**src/rtl/arf_sched_pkg.sv**
```systemverilog
// Shared types and the ILP-produced static schedule for the ARF-variance DFG.
// Mul ops: 1-8, 13-16, 21-24; add ops: 9-12, 17-20, 25-28.
package arf_sched_pkg;

   localparam int OP_W      = 5;
   localparam int N_MUL     = 2;
   localparam int N_ADD     = 2;
   localparam int N_STEPS   = 16;
   localparam int N_OPS     = 28;
   localparam int N_MUL_OPS = 16;
   localparam int N_ADD_OPS = 12;

   typedef enum logic [2:0] {
      S_IDLE,
      S_LOAD,
      S_RUN,
      S_DRAIN,
      S_DONE
   } state_t;

   typedef struct packed {
      logic            en;
      logic [OP_W-1:0] op;
   } slot_t;

   typedef struct packed {
      slot_t [N_MUL-1:0] mul;
      slot_t [N_ADD-1:0] add;
   } entry_t;

   function automatic slot_t mk_slot(int op);
      slot_t s;
      s.en = (op != 0);
      s.op = OP_W'(op);
      return s;
   endfunction

   function automatic entry_t mk_entry(int m0, int m1, int a0, int a1);
      entry_t e;
      e.mul[0] = mk_slot(m0);
      e.mul[1] = mk_slot(m1);
      e.add[0] = mk_slot(a0);
      e.add[1] = mk_slot(a1);
      return e;
   endfunction

   localparam entry_t SCHED_ROM [N_STEPS] = '{
      mk_entry( 1,  2,  9, 0),
      mk_entry( 3,  4,  0, 0),
      mk_entry( 5,  6, 19, 0),
      mk_entry( 7,  8, 10, 0),
      mk_entry(16, 23, 11, 0),
      mk_entry(13, 14, 12, 0),
      mk_entry(15,  0,  0, 0),
      mk_entry( 0,  0, 17, 0),
      mk_entry(21,  0, 18, 0),
      mk_entry(22,  0, 20, 0),
      mk_entry(24,  0,  0, 0),
      mk_entry( 0,  0, 25, 0),
      mk_entry( 0,  0, 26, 0),
      mk_entry( 0,  0, 27, 0),
      mk_entry( 0,  0, 28, 0),
      mk_entry( 0,  0,  0, 0)
   };

   // DFG operand producers per op id; 0 means primary input
   localparam int DEP_A [N_OPS+1] = '{
      0, 0, 0, 0, 0, 0, 0, 0, 0,
      0, 3, 5, 7, 10, 11, 12, 9,
      13, 15, 1, 17, 17, 18, 19, 20,
      21, 23, 25, 27
   };
   localparam int DEP_B [N_OPS+1] = '{
      0, 0, 0, 0, 0, 0, 0, 0, 0,
      0, 4, 6, 8, 0, 0, 0, 0,
      14, 16, 2, 18, 0, 0, 0, 0,
      22, 24, 26, 0
   };

   function automatic bit is_mul(int op);
      return (op >= 1 && op <= 8) || (op >= 13 && op <= 16) ||
             (op >= 21 && op <= 24);
   endfunction

   function automatic bit rom_ok(int mlat, int alat);
      int at  [N_OPS+1];
      int cnt [N_OPS+1];
      int op;
      int d;
      int nm;
      int na;
      bit ok;
      ok = 1'b1;
      nm = 0;
      na = 0;
      for (int i = 0; i <= N_OPS; i++) begin
         at[i]  = 0;
         cnt[i] = 0;
      end
      for (int s = 0; s < N_STEPS; s++) begin
         for (int u = 0; u < N_MUL; u++) begin
            if (SCHED_ROM[s].mul[u].en) begin
               op = int'(SCHED_ROM[s].mul[u].op);
               if (op < 1 || op > N_OPS || !is_mul(op)) ok = 1'b0;
               else begin
                  cnt[op]++;
                  at[op] = s;
                  nm++;
               end
            end
         end
         for (int u = 0; u < N_ADD; u++) begin
            if (SCHED_ROM[s].add[u].en) begin
               op = int'(SCHED_ROM[s].add[u].op);
               if (op < 1 || op > N_OPS || is_mul(op)) ok = 1'b0;
               else begin
                  cnt[op]++;
                  at[op] = s;
                  na++;
               end
            end
         end
      end
      if (nm != N_MUL_OPS || na != N_ADD_OPS) ok = 1'b0;
      for (int o = 1; o <= N_OPS; o++) begin
         if (cnt[o] != 1) ok = 1'b0;
         d = DEP_A[o];
         if (d != 0 && at[o] < at[d] + (is_mul(d) ? mlat : alat)) ok = 1'b0;
         d = DEP_B[o];
         if (d != 0 && at[o] < at[d] + (is_mul(d) ? mlat : alat)) ok = 1'b0;
      end
      return ok;
   endfunction

endpackage

```
**src/rtl/sched_lat_pipe.sv**
```systemverilog
// Valid + op-id delay line; models one functional unit's result latency.
module sched_lat_pipe #(
   parameter int LAT  = 1,
   parameter int OP_W = 5
) (
   input  logic            clk,
   input  logic            rst_n,
   input  logic            vld,
   input  logic [OP_W-1:0] op,
   output logic            dly_vld,
   output logic [OP_W-1:0] dly_op
);

   logic [LAT-1:0]  v_q;
   logic [OP_W-1:0] op_q [LAT];

   always_ff @(posedge clk) begin
      if (!rst_n) begin
         v_q <= '0;
         for (int i = 0; i < LAT; i++) op_q[i] <= '0;
      end else begin
         v_q[0]  <= vld;
         op_q[0] <= op;
         for (int i = 1; i < LAT; i++) begin
            v_q[i]  <= v_q[i-1];
            op_q[i] <= op_q[i-1];
         end
      end
   end

   assign dly_vld = v_q[LAT-1];
   assign dly_op  = op_q[LAT-1];

endmodule

```
**src/rtl/arf_sched_ctrl.sv**
```systemverilog
// Static-schedule controller: loads inputs, steps the schedule ROM,
// issues ops to shared mul/add slots and tracks their writebacks.
module arf_sched_ctrl #(
   parameter int NUM_MUL   = 2,
   parameter int NUM_ADD   = 2,
   parameter int NUM_STEPS = 16,
   parameter int NUM_IN    = 10,
   parameter int OP_W      = 5,
   parameter int MUL_LAT   = 2,
   parameter int ADD_LAT   = 1,
   localparam int IDX_W  = (NUM_IN > 1) ? $clog2(NUM_IN) : 1,
   localparam int STEP_W = (NUM_STEPS > 1) ? $clog2(NUM_STEPS) : 1
) (
   input  logic                    clk,
   input  logic                    rst_n,
   input  logic                    start,
   input  logic                    in_valid,
   output logic                    in_ready,
   output logic [IDX_W-1:0]        in_idx,
   output logic [NUM_MUL-1:0]      mul_issue,
   output logic [NUM_MUL*OP_W-1:0] mul_op,
   output logic [NUM_ADD-1:0]      add_issue,
   output logic [NUM_ADD*OP_W-1:0] add_op,
   output logic [NUM_MUL-1:0]      mul_wb,
   output logic [NUM_MUL*OP_W-1:0] mul_wb_op,
   output logic [NUM_ADD-1:0]      add_wb,
   output logic [NUM_ADD*OP_W-1:0] add_wb_op,
   output logic [STEP_W-1:0]       step,
   output logic                    busy,
   output logic                    done
);

   import arf_sched_pkg::*;

   localparam int DRAIN_N = (MUL_LAT > ADD_LAT) ? MUL_LAT : ADD_LAT;
   localparam int DRN_W   = $clog2(DRAIN_N + 1);

   localparam bit CFG_OK =
      NUM_MUL == N_MUL && NUM_ADD == N_ADD &&
      NUM_STEPS == N_STEPS && OP_W == arf_sched_pkg::OP_W &&
      NUM_IN >= 0 && MUL_LAT >= 1 && ADD_LAT >= 1 &&
      rom_ok(MUL_LAT, ADD_LAT);

   if (!CFG_OK) begin : g_cfg_err
      $error("arf_sched_ctrl: illegal schedule ROM or parameters");
   end

   state_t             state_q, state_d;
   logic [IDX_W-1:0]   idx_q, idx_d;
   logic [STEP_W-1:0]  step_q, step_d;
   logic [DRN_W-1:0]   drn_q, drn_d;
   logic               run;
   entry_t             cur;

   always_ff @(posedge clk) begin
      if (!rst_n) begin
         state_q <= S_IDLE;
         idx_q   <= '0;
         step_q  <= '0;
         drn_q   <= '0;
      end else begin
         state_q <= state_d;
         idx_q   <= idx_d;
         step_q  <= step_d;
         drn_q   <= drn_d;
      end
   end

   always_comb begin
      state_d = state_q;
      idx_d   = idx_q;
      step_d  = step_q;
      drn_d   = drn_q;
      unique case (state_q)
         S_IDLE: begin
            if (start) begin
               state_d = (NUM_IN == 0) ? S_RUN : S_LOAD;
               idx_d   = '0;
               step_d  = '0;
            end
         end
         S_LOAD: begin
            if (in_valid) begin
               if (idx_q == IDX_W'(NUM_IN - 1)) begin
                  state_d = S_RUN;
                  idx_d   = '0;
               end else begin
                  idx_d = idx_q + IDX_W'(1);
               end
            end
         end
         S_RUN: begin
            if (step_q == STEP_W'(NUM_STEPS - 1)) begin
               state_d = S_DRAIN;
               step_d  = '0;
               drn_d   = '0;
            end else begin
               step_d = step_q + STEP_W'(1);
            end
         end
         S_DRAIN: begin
            if (drn_q == DRN_W'(DRAIN_N - 1)) state_d = S_DONE;
            else drn_d = drn_q + DRN_W'(1);
         end
         S_DONE: state_d = S_IDLE;
         default: state_d = S_IDLE;
      endcase
   end

   assign run      = (state_q == S_RUN);
   assign cur      = SCHED_ROM[step_q];
   assign in_ready = (state_q == S_LOAD);
   assign in_idx   = idx_q;
   assign step     = step_q;
   assign busy     = (state_q != S_IDLE);
   assign done     = (state_q == S_DONE);

   // op ids are forced to 0 on idle slots so downstream muxes see a clean "none"
   always_comb begin
      mul_issue = '0;
      mul_op    = '0;
      add_issue = '0;
      add_op    = '0;
      for (int i = 0; i < NUM_MUL; i++) begin
         if (run && cur.mul[i].en) begin
            mul_issue[i]            = 1'b1;
            mul_op[i*OP_W +: OP_W] = cur.mul[i].op;
         end
      end
      for (int i = 0; i < NUM_ADD; i++) begin
         if (run && cur.add[i].en) begin
            add_issue[i]            = 1'b1;
            add_op[i*OP_W +: OP_W] = cur.add[i].op;
         end
      end
   end

   for (genvar g = 0; g < NUM_MUL; g++) begin : g_mul_wb
      sched_lat_pipe #(
         .LAT  (MUL_LAT),
         .OP_W (OP_W)
      ) u_pipe (
         .clk     (clk),
         .rst_n   (rst_n),
         .vld     (mul_issue[g]),
         .op      (mul_op[g*OP_W +: OP_W]),
         .dly_vld (mul_wb[g]),
         .dly_op  (mul_wb_op[g*OP_W +: OP_W])
      );
   end

   for (genvar g = 0; g < NUM_ADD; g++) begin : g_add_wb
      sched_lat_pipe #(
         .LAT  (ADD_LAT),
         .OP_W (OP_W)
      ) u_pipe (
         .clk     (clk),
         .rst_n   (rst_n),
         .vld     (add_issue[g]),
         .op      (add_op[g*OP_W +: OP_W]),
         .dly_vld (add_wb[g]),
         .dly_op  (add_wb_op[g*OP_W +: OP_W])
      );
   end

endmodule

```
**config.mk**
```make
export PLATFORM = sky130hd
export DESIGN_NAME = arf_sched_ctrl
export DESIGN_NICKNAME = d
export VERILOG_FILES = /design/src/rtl/arf_sched_pkg.sv /design/src/rtl/sched_lat_pipe.sv /design/src/rtl/arf_sched_ctrl.sv
export SDC_FILE = /design/constraint.sdc
export NUM_CORES = 1
export LEC_CHECK = 0
export CORE_MARGIN = 1.5
export CORE_UTILIZATION = 60
export DETAILED_ROUTE_END_ITERATION = 16
export DONT_BUFFER_PORTS = 1
export PLACE_DENSITY = 0.8
export SYNTH_ARGS = -nofsm -noshare
export SYNTH_HDL_FRONTEND = slang
export SYNTH_SLANG_ARGS = --single-unit
```
**constraint.sdc**
```tcl
create_clock -name clk -period 2.2 [get_ports clk]
set_input_delay 0.22 -clock clk [delete_from_list [all_inputs] [get_ports clk]]
set_output_delay 0.22 -clock clk [all_outputs]
set_load 0.1 [all_outputs]
```
==> key figures <==
Cells and area
  • Antenna Cells: 0
  • Area growth from synthesis to layout: 41.7%
  • Nets: 310
  • Share of cells above drive strength 1: 41.2%
  • Design Area, Final: 3090 um^2
  • Post-Layout Cell Count: 342
  • Post-layout util: 90.5%

STA
  • Max Freq: 437 MHz
  • Hold Vio Cnt, Final: 0
  • Final worst setup slack: -89.1 ps
  • Final setup viols: 8
  • RSZ-0062 raised after global routing: yes
  • Tmin final: 2290 ps
  • Setup TNS: -477 ps
  • Final period util: 104%
  • Clock Skew: 19.0 ps
  • Worst-margin pin slew: 563 ps
  • Worst relative slew slack: 62.3%
  • Slew Limit Fails: 0

Placement
  • Placer congestion estimate: 0.845
  • DP HPWL: 3640 um
  • Port Buffer Count: 0
  • Post-Place Cells: 315
  • Placed Area: 2770 um^2

Yosys
  • Simple-gate share of the synthesized area: 22.7%
  • Commonest cells in the netlist: 41 x dfxtp_1, 30 x buf_4, 30 x nor2_1
  • EDFF count, synth: 0
  • Post-synth top area cell: dfxtp_1
  • Syn_area_per_cell: 8.73 um^2
  • #FFs+latches synth: 41
  • Synth Area in Compound Gates: 11.7%
  • Cell variety after synth: 49
  • Sequential area share after synthesis: 37.6%
  • Adder-Cell Fraction of Synth Area: 6.76%
  • Yosys warnings: 0
  • Main combinational cell family by area after synthesis: simple AND/OR/NAND/NOR gates
  • Multiplexer share of the synthesized area: 5.27%
  • Post-synth ARST share: 0%
  • XOR/XNOR Fraction of Synth Area: 0.401%
  • Top post-synthesis cells by area: dfxtp_1 38%, buf_4 10%, ha_1 6.3%
  • Synth top area share: 37.6%
  • Most frequent cell after synthesis: dfxtp_1
  • Cell Area, Synth: 2180 um^2
  • Synth Instances: 250
  • Top_reg_cell synth: dfxtp_1

Critical path
  • WP data required: 1980 ps
  • Crit. End Element: primary output
  • Reg2reg start: step[0]$_SDFFE_PN0P_
  • Reg2reg path depth: 6
  • Arrival time worst endpoint: 2070 ps
  • Critical path startpoint category: flop
  • Crit path launch: step[0]$_SDFFE_PN0P_
  • Crit Path Class: reg2out
  • Worst Path Max Fanout: 5

Clock tree
  • CTS tree: yes
  • Clk root buf: clkbuf_4
  • Worst-Skew Late Latency: 370 ps
  • H-Tree Depth: 2
  • Clock sink count: 41
  • CTS Buf Count: 5
  • Clock Pin Slew Worst Setup and Hold Paths: 130 ps
  • Max Buffers Root-to-Sink: 2

Power
  • Combinational share of power: 32.0%
  • Switching share of power: 38.7%
  • Switching Power: 0.000723 W
  • Sequential share of power: 41.4%
  • P_leak: 1.25 nW
  • Worst vdd ir: 0.000518 V
  • P per Cell Area: 603 nW/um^2
  • Pint: 0.00114 W
  • Clock power share: 26.6%

Die
  • # rows: 21
  • Die extent in x: 63.3 um
  • Die height: 63.3 um
  • Starting Density: 63.9%
  • IO Count: 63
  • Core ar.: 3420 um^2
  • Die Footprint: 4010 um^2

Status
  • Violated checks: setup timing
  • Status: finished, violations left

GRT
  • Pin count of the biggest net entering global routing: 24
  • Initial antenna violation count: 0
  • Vias in the first global route: 1931
  • Tot GR Track Use: 30.9%
  • Gr ovfl total: 0
  • First-pass GRT wire length: 9470 um

Flow run
  • Max-cap viol count: 0

Detailed routing
  • Initial DRC count: 229
  • Via count: 2099
  • # DRC: 0
  • WL final: 7150 um
  • DR WL/cell: 20.9 um
  • TritonRoute pass-1 iters: 5
  • Vias/cell: 6.14
  • Remaining antenna violation count: 0

Worst hold path
  • Worst Hold Depth: 2
  • Hold crit path type: in2reg
  • Hold path startpoint: rst_n
flip-flops by register name, summed over array words and instances, names as in the netlist:
name / count
state_q: 3
g_mul_wb.u_pipe.op_q: 18
g_mul_wb.u_pipe.v_q: 4
step: 4
g_add_wb.u_pipe.dly_vld: 1
drn_q: 2
in_idx: 4
g_add_wb.u_pipe.op_q: 5
metrics by stage:
step	power, W	hold slack, ps	setup WS, ps
floorplan	0.00124	384	-123
global placement	0.00130	345	248
detailed placement	0.00131	348	129
CTS	0.00181	5.28	-30.2
global route	0.00192	-1.95	-160
finish	0.00187	14.5	-89.1
what timing repair did:
item                                   4_1_cts  5_1_grt
pin swaps                                    5        3
buffers inserted                            11        5
gates resized for setup                      9       12
endpoints found under the hold margin       13        2
hold buffers                                 1        2
setup endpoints to repair                   18       18
area by class of cell:
type,instances,area (um^2)
Fill cell,130,323
Sequential cell,41,837
Multi-Input combinational cell,163,1270
Inverter,14,60.1
Tap cell,46,57.6
Clock inverter,1,6.26
Clock buffer,7,76.3
Timing Repair Buffer,70,782
per-layer routing:
layer | track usage [%] | share of wire, %
met3 | 8.57 | 11
met2 | 53.6 | 48
met5 | 0 | 0
met1 | 33.4 | 34
met4 | 17.9 | 6.4
power groups by stage:
stage / logic, W / clock network, W / registers [W]
finish: 0.000598 / 0.000496 / 0.000773
global route: 0.000614 / 0.000526 / 0.000776
CTS: 0.000553 / 0.000487 / 0.000771
detailed placement: 0.000525 / 0 / 0.000789
global placement: 0.000516 / 0 / 0.000788
floorplan: 0.000416 / 0 / 0.000822
worst max-delay path, cell delays in order, from the launching register on:
cell and delay, ps:
dfxtp_4 420, clkinvlp_4 160, ha_4 280, mux4_2 550
nor2_4 130, buf_12 180
cells in the final DEF (no fill, tap or decap), types with 3 or more instances in the layout:
cell | synthesis | routed
ha_1 | 11 | 9
o21ai_0 | 5 | 4
dfxtp_1 | 41 | 36
mux2i_1 | 7 | 5
dfxtp_4 | 0 | 4
and2_1 | 14 | 13
inv_1 | 13 | 11
nor2_4 | 0 | 12
nand2b_1 | 3 | 3
buf_12 | 0 | 19
dlygate4sd3_1 | 0 | 3
conb_1 | 1 | 12
nand2_1 | 7 | 6
nand3_1 | 8 | 8
buf_6 | 0 | 3
clkbuf_4 | 0 | 5
buf_4 | 30 | 45
a21oi_1 | 12 | 9
nor2_1 | 30 | 17
nor2b_1 | 4 | 3
nor3_1 | 5 | 3
o211ai_1 | 4 | 4
final timing paths:
check                                             end  slack (ps)
max reg2reg  g_add_wb[0].u_pipe.op_q[0][3]$_SDFF_PN0_         400
min                            in_idx[0]$_SDFFE_PN0P_          10
max                                         add_op[0]         -90
min reg2reg  g_mul_wb[1].u_pipe.op_q[0][8]$_SDFF_PN0_         460
kinds of logic after synthesis:
family,Yosys count
buf+inv,57
simple gates,89
mux,10
xor+xnor,1
fa+ha+maj,12
other cells,1
compound gates,39
flops,41
No activity file was read; power rests on OpenSTA's default activity.
==> edit 1, RTL diff (same flow settings) <==
One comparison of `idx_q` changes from == to >=.
--- a/src/rtl/arf_sched_ctrl.sv
+++ b/src/rtl/arf_sched_ctrl.sv
@@ -81,7 +81,7 @@
          end
          S_LOAD: begin
             if (in_valid) begin
-               if (idx_q == IDX_W'(NUM_IN - 1)) begin
+               if (idx_q >= IDX_W'(NUM_IN - 1)) begin
                   state_d = S_RUN;
                   idx_d   = '0;
                end else begin
Function: no difference found for any inputs over 10 cycles, from zero or initial values and one cycle with rst_n low; that may be too few to reach the edited logic, so the function may still have changed.
==> edit 1 against the unedited design <==
  * The flow still finishes with violations (setup timing)
  * Sequential cell count stayed put
  * Synthesized area is 1.4% lower
  * Design area is 3.9% lower
  * Global-route usage is 3.5 points lower
  * Synthesized cell count is 0.40% higher
  * Worst setup slack worse by 0.0047 ns
  * Routed wire length is 14% lower
Power is not compared: it rests on default switching activity, and its combinational part moved more than twofold at a synthesized area within 25%.
==> edit 1: results (changes against the unedited design) <==
NumNets Final: 309 (-0.32%)
initial drt markers: 94 (-59%)
cells after synthesis: 251 (+0.40%)
Filler Cells Inserted: 161 (+24%)
CTS buffer count: 5 (unchanged)
Post-synth top cells: dfxtp_1, nor2_1, buf_4
Worst-Margin Slew: 0.5948 ns (+0.03152 ns)
htree depth: 2 (unchanged)
slowest stage delay, CP: 0.42 ns (-0.13 ns)
Finished Layout Cells: 340 (-0.58%)
global-route wire length before repair: 8314 um (-12%)
Worst path top cell family by delay: flip-flops
M3 GR Usage: 7.387% (-1.2 points)
GRT met2 Usage: 49.60% (-4.0 points)
Slowest-stage cell, CP: dfxtp_4
WL final: 6157 um (-14%)
status: finished, violations left
Setup TNS: -0.2783 ns (+0.1992 ns)
post-DP HPWL: 3390 um (-6.9%)
detailed-router iteration count before antenna repair: 4 (-1)
pin count of the biggest net entering global routing: 25 (+4.2%)
Reg2Reg Setup Slack: 0.43 ns (+0.03 ns)
violated checks: setup timing
vias post-DR: 1852 (-12%)
GR Util met1: 29.04% (-4.4 points)
Leakage: 1.220 nW
clk slew on worst S/H paths: 0.12 ns
clock skew: 0.008652 ns (-0.01032 ns)
main area contributors after synthesis: dfxtp_1, buf_4, ha_1, nor2_1, and2_1
Reg2Reg Capture Point: g_add_wb[0].u_pipe.op_q[0][2]
Startpoint Class: flip-flop
worst reg2reg path depth: 8 (+2)
hold path startpoint: rst_n
clock latency on the worst-skew pair: 0.37 ns (about the same)
final setup violation count: 9 (+1)
Yosys cell types: 48 (-2.0%)
Largest regs: g_mul_wb.u_pipe.op_q (18), g_add_wb.u_pipe.op_q (5)
gpl congestion: 0.8778 (+3.9%)
worst setup margin: -0.09376 ns (-0.004663 ns)
initial antenna violation count: 1 (+1)
Placed Cells: 319 (+1.3%)
sequential area share after synthesis: 38.12% (+0.52 points)
global-route usage over all layers: 27.33% (-3.5 points)
number of global-route vias before repair: 1751 (-9.3%)
VDD IR max: 0.0003849 V
WHS Endpoint: drn_q[1]
Synth Warn #: 0 (unchanged)
layout cells sized above 1: 39.80% (-1.4 points)
-- edit 1: cell types whose count changed in the layout (fill, tap and decap cells not counted), moves of 3 or more --
cell	delta
buf_4	-5
ha_1	-3
inv_1	+5
nand2_1	+4
nand3_1	-4
nor2_1	+10
-- edit 1: kinds of logic (layout without fill, tap and decap cells) --
| logic type | count (synthesis) | count (layout) | share of synthesized area (%) |
|---|---|---|---|
| adders and majority gates | 13 | 13 | 7.437 |
| AOI/OAI and AO/OA | 36 | 36 | 12.55 |
| other | 1 | 12 | 0.1742 |
| xor gates and xnor gates | 2 | 2 | 0.8136 |
| muxes | 5 | 5 | 2.382 |
| buffers and inverters | 58 | 90 | 16.21 |
| and+or+nand+nor | 95 | 95 | 22.31 |
| DFF | 41 | 41 | 38.12 |
-- edit 1: final cells by class --
| class | instances | area share (%) |
|---|---|---|
| clock buffer | 5 | 1.263 |
| clock inverter | 3 | 1.557 |
| inverter | 19 | 2.694 |
| multi-input combinational | 163 | 40.74 |
| sequential | 41 | 28.07 |
| tap | 46 | 1.936 |
| timing repair buffer | 63 | 23.74 |
-- edit 1: timing repair --
action / CTS / global route
setup buffers: 7 / 4
pin swaps: 3 / 6
endpoints found under the hold margin: 16 / 0
hold buffers: 2 / 0
resized for setup: 6 / 27
endpoints found under the setup margin: 16 / 12
-- edit 1: power breakdown --
part	switching, W	total, W	internal (W)	leakage, nW
clock network	0.000277	0.000517	0.000240	0.0414
logic	0.000147	0.000166	0.0000190	0.844
registers	0.00000377	0.000745	0.000741	0.334
total	0.000427	0.00143	0.00100	1.22
-- edit 1: routing by layer --
layer  share of wire, %  wire length (um)
met5                  0                 0
met1                 37              2253
met4                4.3               264
met3                6.6               407
met2                 52              3232
-- edit 1: per-stage QoR --
stage / instance area (um2) / setup slack (ns) / hold slack (ns)
floorplan: 2312 / -0.2347 / 0.4057
global placement: 2658 / 0.3067 / 0.3446
detailed placement: 2658 / 0.2474 / 0.3474
CTS: 2838 / -0.05235 / 0.03875
global route: 2973 / -0.1656 / 0.03001
finish: 2973 / -0.09376 / 0.05143
-- edit 1: worst register-to-register path, cell delays in order, from the launching register on --
cell and delay [ns]:
dfxtp_4 0.42, clkinvlp_4 0.17, ha_2 0.23, mux2i_1 0.20
a22oi_2 0.09, buf_6 0.19, inv_1 0.12, nand2_1 0.15
nor2_1 0.13
-- edit 1: how the worst max path moves through the flow --
stage | to | slack (ns) | depth (start not counted)
after global placement | mul_op[2] | 0.31 | 7
after detailed placement | mul_op[2] | 0.25 | 7
after floorplan | mul_op[9] | -0.23 | 5
final | mul_op[3] | -0.09 | 6
after global routing | mul_op[3] | -0.17 | 6
after CTS | add_op[4] | -0.05 | 6
==> edit 2, RTL diff (config.mk and constraints unchanged) <==
Made on the original files. Set the parameter `NUM_IN` to 11 (it was 10).
--- a/src/rtl/arf_sched_ctrl.sv
+++ b/src/rtl/arf_sched_ctrl.sv
@@ -4,7 +4,7 @@
    parameter int NUM_MUL   = 2,
    parameter int NUM_ADD   = 2,
    parameter int NUM_STEPS = 16,
-   parameter int NUM_IN    = 10,
+   parameter int NUM_IN    = 11,
    parameter int OP_W      = 5,
    parameter int MUL_LAT   = 2,
    parameter int ADD_LAT   = 1,
Formal check against the unedited RTL: same outputs for any inputs over 10 cycles, from zero or initial values and one cycle with rst_n low; that may be too few to reach the edited logic, so the function may still have changed.
==> edit 2 against the unedited design <==
  * The run ends with hold timing, setup timing left
  * Global-route usage is 0.23 points lower
  * Sequential share of layout area is 1.0 points lower
  * Synthesized area is 0.11% lower
  * Die area is 0.11% lower
  * Power is 3.5% higher
  * Sequential cell count stayed put
  * First-iteration DRC count is 8.3% lower
  * Largest cell class unchanged
  * Design area is 3.9% higher
  * Critical path type unchanged
  * Register-to-register slack worse by 0.08 ns
  * Routed wire length is 8.3% higher
  * Worst setup slack worse by 0.071 ns
==> edit 2: results (changes against the unedited design) <==
slowest stage delay, CP: 0.41 ns (-0.14 ns)
XOR/XNOR Fraction of Synth Area: 0.4016% (+0.00046 points)
wire length per cell: 22.37 um (+7.0%)
Fin. Hold Viols: 1 (+1)
clock skew: 0.01392 ns (-0.005047 ns)
layout cells sized above 1: 44.00% (+2.8 points)
VDD IR max: 0.0008382 V (+62%)
pin count of the biggest net entering global routing: 26 (+8.3%)
WL final: 7740 um (+8.3%)
CTS resizes: 8 (-1)
Final clock-cell share: 2.881% (+0.21 points)
status: finished, violations left
post-synthesis mux area share: 5.278% (+0.0060 points)
global-route usage over all layers: 30.64% (-0.23 points)
global-route wire length before repair: 9515 um (+0.52%)
multi-input logic portion of the cell area: 41.42% (+0.24 points)
M3 GR Usage: 8.214% (-0.36 points)
Post-Synth Adder-Cell Area: 6.770% (+0.0078 points)
worst setup margin: -0.1596 ns (-0.07054 ns)
Mapped Avg Cell Area: 8.723 um2 (-0.11%)
WP data arrival: 2.14 ns (+0.07 ns)
final setup violation count: 13 (+5)
Placed Cells: 316 (+0.32%)
Buffers, non-clock: 74 (+5.7%)
violated checks: hold timing, setup timing
NumNets Final: 314 (+1.3%)
Filler Cells Inserted: 98 (-25%)
vias per cell: 6.439 (+4.9%)
post-DP HPWL: 3334 um (-8.4%)
number of global-route vias before repair: 1894 (-1.9%)
GRT met2 Usage: 50.93% (-2.6 points)
relative slew slack: 65.26% (+3.0 points)
hold_ws: -0.004304 ns (-0.01883 ns)
[edit 2: layer usage]
metal  vias up  routed length, um
met5         -                  0
met4         0                599
met3        69                890
met2       220               3541
met1      1023               2708
li1        916                  -
[edit 2: final timing paths]
kind              cells past startpoint  slack, ns                            end                          start
hold / removal                        2     -0.004                      in_idx[0]                          rst_n
setup reg to reg                      7       0.32  g_add_wb[0].u_pipe.op_q[0][3]                        step[0]
hold reg to reg                       1       0.45  g_mul_wb[1].u_pipe.op_q[0][8]  g_mul_wb[1].u_pipe.op_q[0][3]
setup / recovery                      9      -0.16                      mul_op[3]                        step[0]
[edit 2: power breakdown]
group / internal, W / switching (W) / leakage, nW
clock: 0.000261 / 0.000261 / 0.0516
sequential: 0.000755 / 0.0000126 / 0.335
combinational: 0.000182 / 0.000460 / 0.896
total: 0.00120 / 0.000734 / 1.28
